===== config.mk =====
export PLATFORM = sky130hd
export DESIGN_NAME = neuron_mac_flat
export DESIGN_NICKNAME = d
export VERILOG_FILES = /design/src/rtl/neuron_mac_if.sv /design/src/rtl/neuron_mac.sv /design/src/flat_wrapper.sv
export SDC_FILE = /design/constraint.sdc
export NUM_CORES = 1
export LEC_CHECK = 0
export CAP_MARGIN = 20
export CORE_MARGIN = 1
export CORE_UTILIZATION = 33
export CTS_BUF_LIST = sky130_fd_sc_hd__clkbuf_2
export DETAILED_ROUTE_END_ITERATION = 6
export GPL_TIMING_DRIVEN = 1
export PLACE_DENSITY = 0.47
export SLEW_MARGIN = 15
export SYNTH_ARGS = -nofsm -noshare
export SYNTH_HDL_FRONTEND = slang
export SYNTH_SLANG_ARGS = --single-unit

===== constraint.sdc =====
create_clock -name clk -period 11.6 [get_ports clk]
set_clock_uncertainty 0.05 [all_clocks]
set_input_delay 1.16 -clock clk [delete_from_list [all_inputs] [get_ports clk]]
set_output_delay 1.16 -clock clk [all_outputs]
set_load 0.1 [all_outputs]

===== src/rtl/neuron_mac_if.sv =====
// Stream-in / weight-memory / result bundle for the neuron MAC.
// slave is the MAC's view; master is the feeding side.
interface neuron_mac_if #(
  parameter int addressWidth = 10,
  parameter int dataWidth    = 16
);
  logic [dataWidth-1:0]    my_input;
  logic                    my_input_valid;
  logic                    w_ren;
  logic [addressWidth-1:0] w_radd;
  logic [dataWidth-1:0]    w_data;
  logic [2*dataWidth-1:0]  bias;
  logic [2*dataWidth-1:0]  sum;
  logic                    sum_valid;

  modport slave (
    input  my_input, my_input_valid,
    input  w_data, bias,
    output w_ren, w_radd,
    output sum, sum_valid
  );

  modport master (
    output my_input, my_input_valid,
    output w_data, bias,
    input  w_ren, w_radd,
    input  sum, sum_valid
  );
endinterface


===== src/rtl/neuron_mac.sv =====
// Per-neuron multiply-accumulate: drives weight reads, accumulates
// saturated signed products, adds bias, pulses one sum per vector.
module neuron_mac #(
  parameter int numWeight    = 784,
  parameter int addressWidth = 10,
  parameter int dataWidth    = 16
) (
  input  logic         clk,
  input  logic         rst,
  neuron_mac_if.slave  bus
);
  localparam int PW = 2 * dataWidth;
  localparam logic [addressWidth-1:0] LAST =
    addressWidth'(numWeight - 1);

  logic [addressWidth-1:0] cnt;
  logic                    tag;
  logic signed [dataWidth-1:0] in_d;
  logic signed [PW-1:0]    ext_a, ext_b;
  logic signed [PW-1:0]    mul_r, acc;
  logic                    v1, v2, v3;
  logic                    last1, last2, clr;

  function automatic logic [PW-1:0] sat_add(
    input logic [PW-1:0] a,
    input logic [PW-1:0] b
  );
    logic [PW-1:0] s;
    s = a + b;
    if (a[PW-1] == b[PW-1] && s[PW-1] != a[PW-1])
      s = a[PW-1] ? {1'b1, {(PW-1){1'b0}}}
                  : {1'b0, {(PW-1){1'b1}}};
    return s;
  endfunction

  assign bus.w_ren  = bus.my_input_valid;
  assign bus.w_radd = cnt;
  assign tag        = (cnt == LAST);

  assign ext_a = $signed({{dataWidth{in_d[dataWidth-1]}}, in_d});
  assign ext_b = $signed({{dataWidth{bus.w_data[dataWidth-1]}},
                          bus.w_data});

  always_ff @(posedge clk or negedge rst) begin
    if (!rst) begin
      cnt           <= '0;
      in_d          <= '0;
      mul_r         <= '0;
      acc           <= '0;
      v1            <= 1'b0;
      v2            <= 1'b0;
      v3            <= 1'b0;
      last1         <= 1'b0;
      last2         <= 1'b0;
      clr           <= 1'b1;
      bus.sum       <= '0;
      bus.sum_valid <= 1'b0;
    end else begin
      v1    <= bus.my_input_valid;
      last1 <= bus.my_input_valid & tag;
      if (bus.my_input_valid) begin
        in_d <= $signed(bus.my_input);
        cnt  <= tag ? '0 : cnt + 1'b1;
      end

      mul_r <= ext_a * ext_b;
      v2    <= v1;
      last2 <= last1;

      // clr makes the first product of a vector a fresh load
      v3 <= v2 & last2;
      if (v2) begin
        acc <= clr ? mul_r : sat_add(acc, mul_r);
        clr <= last2;
      end

      bus.sum_valid <= v3;
      if (v3)
        bus.sum <= sat_add(acc, bus.bias);
    end
  end
endmodule


===== src/flat_wrapper.sv =====
// flat-port wrapper written by rule: the top's interface ports become plain ports
module neuron_mac_flat 
#(
  parameter int numWeight    = 784,
  parameter int addressWidth = 10,
  parameter int dataWidth    = 16
)
  (clk, rst, bus_my_input, bus_my_input_valid, bus_w_data, bus_bias, bus_w_ren, bus_w_radd, bus_sum, bus_sum_valid);
  neuron_mac_if #(.addressWidth(addressWidth), .dataWidth(dataWidth)) bus_i ();
  input  logic clk;
  input  logic rst;
  input wire logic [$bits(bus_i.my_input)-1:0] bus_my_input;
  input wire logic [$bits(bus_i.my_input_valid)-1:0] bus_my_input_valid;
  input wire logic [$bits(bus_i.w_data)-1:0] bus_w_data;
  input wire logic [$bits(bus_i.bias)-1:0] bus_bias;
  output wire logic [$bits(bus_i.w_ren)-1:0] bus_w_ren;
  output wire logic [$bits(bus_i.w_radd)-1:0] bus_w_radd;
  output wire logic [$bits(bus_i.sum)-1:0] bus_sum;
  output wire logic [$bits(bus_i.sum_valid)-1:0] bus_sum_valid;
  assign bus_i.my_input = bus_my_input;
  assign bus_i.my_input_valid = bus_my_input_valid;
  assign bus_i.w_data = bus_w_data;
  assign bus_i.bias = bus_bias;
  assign bus_w_ren = bus_i.w_ren;
  assign bus_w_radd = bus_i.w_radd;
  assign bus_sum = bus_i.sum;
  assign bus_sum_valid = bus_i.sum_valid;
  neuron_mac #(.numWeight(numWeight), .addressWidth(addressWidth), .dataWidth(dataWidth)) u_core (.clk(clk), .rst(rst), .bus(bus_i));
endmodule

==> summary.md <==
| Metric | Value |
|---|---|
| Run status | `finished, violations left` |
| Failing checks | `DRC` |
| Post-synthesis cell area | `0.0178 mm^2` |
| Overflow after GRT | `0` |
| Crit start category | `input pin` |
| Global route hottest layer | `met2` |
| Gr usage total | `17.4%` |
| Vias | `13,300` |
| Port Buffers | `110` |
| Setup TNS | `0 ps` |
| Syn_nets | `2,395` |
| RD Place Congestion | `0.802` |
| Yosys warns | `0` |
| Worst-Margin Slew | `988 ps` |
| CP max FO | `16` |
| Worst-Skew Late Latency | `820 ps` |
| CTS root buf | `clkbuf_2` |
| Final cycle utilization of the critical path | `64.4%` |
| Asr flop ratio synth | `100%` |
| Post-cts resize count | `0` |
| Slew HR | `33.9%` |
| CP dominant cell by count | `fa_1` |
| Setup CP Type | `in -> reg` |
| Synth Flop Type | `dfrtp_1` |
| Unique masters post-synth | `82` |
| Endpoints failing hold | `0` |
| CTS Buffer Depth | `2` |
| Wire per inst | `17.1 um` |
| # fillers | `5,366` |
| Post-CTS setup buffer count | `0` |
| DRC Markers | `10` |
| Met3 GRT Util | `1.75%` |
| Die area | `0.0548 mm^2` |
| Vert. Die Dim | `234 um` |
| Worst Setup End Kind | `flip-flop` |
| GRT met2 Usage | `29.3%` |
| Sequential fraction of the synthesis area | `18.2%` |
| Mean post-synth cell area | `9.27 um^2` |
| Minimum clock period | `7470 ps` |
| Cell Rows | `84` |
| Initial antenna violation count | `3` |
| Critical-path top delay cell | `fa_1` |
| CTS tree | `built` |
| Largest stage delay, worst path | `900 ps` |
| Max cap viols | `0` |
| Dpl ws | `3330 ps` |
| IO Count | `111` |
| CTS H-tree depth | `4` |
| Via-to-Cell Ratio | `4.93` |
| Core Box Area | `0.0529 mm^2` |
| Post-synth EDFFs | `0` |
| #FFs+latches synth | `129` |
| Area overhead of the layout relative to synthesis | `11.9%` |
| Required time worst endpoint | `12,260 ps` |
| Final count of negative-setup-slack endpoints | `0` |
| Routed WL | `46.1 mm` |
| Die width | `234 um` |
| DRT antenna net count | `0` |
| Initial core utilization | `33.6%` |
| First-pass GRT wire length | `74.8 mm` |
| Largest net degree at the start of global routing | `84` |
| WP data arrival | `8130 ps` |
| Fmax | `134 MHz` |
| Final nets | `2,474` |
| CP cell instances | `clkdlybuf4s50_1 > nand2_1 > inv_1 > fa_1 > fa_1 > fa_1 > fa_1 > fa_1 > inv_1 > fa_1 > inv_1 > ha_1 > a21o_1 > a21o_1 > a21o_1 > a21o_1 > a221o_1 > or4_1 > and3_1 > a211oi_2` |
| Final Max Slew Viols | `0` |
| Synth Instances | `1,919` |
| RSZ-0062 raised after global routing | `no` |
| Layout cells sized above 1 | `4.53%` |
| Hold Path Class | `in -> async` |
| Number of DRC markers in iteration 0 | `523` |
| CTS clk-pin slew, worst paths | `210 ps` |
| Fin worst setup slack | `4130 ps` |
| Vias in the first global route | `13,900` |
| Post-CTS Hold Fix Bufs | `0` |
| Pre-antenna DRT Iters | `7` |
| Clock sinks | `129` |
| Num CTS Buffers | `17` |
| R2r worst-path depth | `19` |
| Detailed Place HPWL | `37.6 mm` |
| Met1 Usage GRT | `24.0%` |
==> Yosys cell counts, types with 3 or more instances <==
cell type  instances  share of area, %
inv_1            316               6.7
fa_1             264                30
nand2_1          193               4.1
ha_1             145                10
and2_1           128               4.5
dfrtp_1          128                18
a21oi_1          108               3.0
nor2_1            87               1.8
clkbuf_1          57               1.2
xnor2_1           56               2.8
a21o_1            50               2.1
o21ai_0           48               1.4
nand3_1           25              0.70
xor2_1            24               1.2
o211ai_1          21              0.89
a31oi_1           19              0.67
mux2_2            19               1.2
and3_1            18              0.63
nand2b_1          17              0.60
o2bb2ai_1         17              0.84
nor3_1            16              0.45
o21ai_1           12              0.34
o221ai_1          11              0.54
a211oi_1          10              0.42
nand4_1           10              0.35
or3_1             10              0.35
o21a_1             9              0.38
o21bai_1           9              0.38
nor2b_1            7              0.25
o22ai_1            6              0.21
buf_4              5              0.21
a211oi_2           3              0.21
a21oi_2            3              0.15
a221o_1            3              0.17
nand3b_1           3              0.13
o2111ai_1          3              0.15
o31ai_1            3              0.13
==> cell type report <==
type                            instances  area (um^2)  area share, %
Antenna cell                            2         5.00         0.0252
Clock buffer                           17         85.1          0.428
Clock inverter                         15          206           1.04
Inverter                              317         1190           5.98
Multi-Input combinational cell       1409        13100           65.9
Sequential cell                       129         3230           16.2
Tap cell                              688          861           4.33
Timing Repair Buffer                  124         1210           6.11
==> routing by layer <==
metal / wire, um / vias up
li1: - / 6395
met1: 22500 / 6724
met2: 21900 / 170
met3: 1080 / 35
met4: 611 / 0
met5: 0 / -
==> cell usage in the layout, fill, tap and decap left out, types with 4 or more instances in the layout <==
cell type          n
inv_1            316
fa_1             264
nand2_1          193
ha_1             145
and2_1           128
dfrtp_1          128
clkdlybuf4s50_1  109
a21oi_1          108
nor2_1            87
xnor2_1           56
a21o_1            50
o21ai_0           48
nand3_1           25
xor2_1            24
o211ai_1          21
a31oi_1           19
mux2_2            19
and3_1            18
nand2b_1          17
o2bb2ai_1         17
clkbuf_2          17
nor3_1            16
buf_4             13
o21ai_1           12
o221ai_1          11
nand4_1           10
or3_1             10
a211oi_1          10
o21bai_1           9
o21a_1             9
nor2b_1            7
o22ai_1            6
inv_6              5
bufinv_16          4
==> registers in the layout, summed over array words and instances, names as in the netlist, 10 cells and up <==
name / cells
u_core.acc: 32
u_core.mul_r: 32
u_core.bus.sum: 32
u_core.bus.w_radd: 10
u_core.in_d: 16
==> worst max-delay path: cells and delay by family <==
kind                       cells  cell delay (ps)
buffers and inverters          4             1150
AOI/OAI and AO/OA              6             1250
and+or+nand+nor                3              790
adders and majority gates      7             3770
==> cells by family (layout without fill, tap and decap cells) <==
group	count (synthesis)	in the layout	synth area share (%)
AND/OR/NAND/NOR	531	531	14.6
adder cells (fa/ha/maj)	410	410	40.0
buffers and inverters	381	473	8.16
AO/OA/AOI/OAI	366	366	13.7
flip-flops	129	129	18.2
XOR/XNOR	80	80	3.94
multiplexers	22	22	1.39
other	0	2	0
==> per-stage QoR <==
step           cell area, um^2  util, %  std cells  hold WS [ps]
5_1_grt                  19900     37.6       2701           269
2_1_floorplan            17800        -       1919           281
3_5_place_dp             19600     37.1       2667           289
4_1_cts                  19900     37.6       2699           248
3_3_place_gp             19600     37.0       2666           282
6_report                 19900     37.6       2701           300
==> path summary, 6_finish.rpt <==
check | from | to | slack, ps
worst min-delay path | rst | u_core.bus.sum[29] | 300
min in group clk | u_core.v1 | u_core.v2 | 310
worst min register to register | u_core.v1 | u_core.v2 | 310
max in group asynchronous | rst | u_core.bus.sum[3] | 10040
worst max register to register | u_core.in_d[15] | u_core.mul_r[31] | 4470
worst max-delay path | bus_w_data[1] | u_core.mul_r[31] | 4130
Power is left out: the tool's default activity adds up to more than one toggle a clock period on the data nets, which glitch-free logic cannot reach.
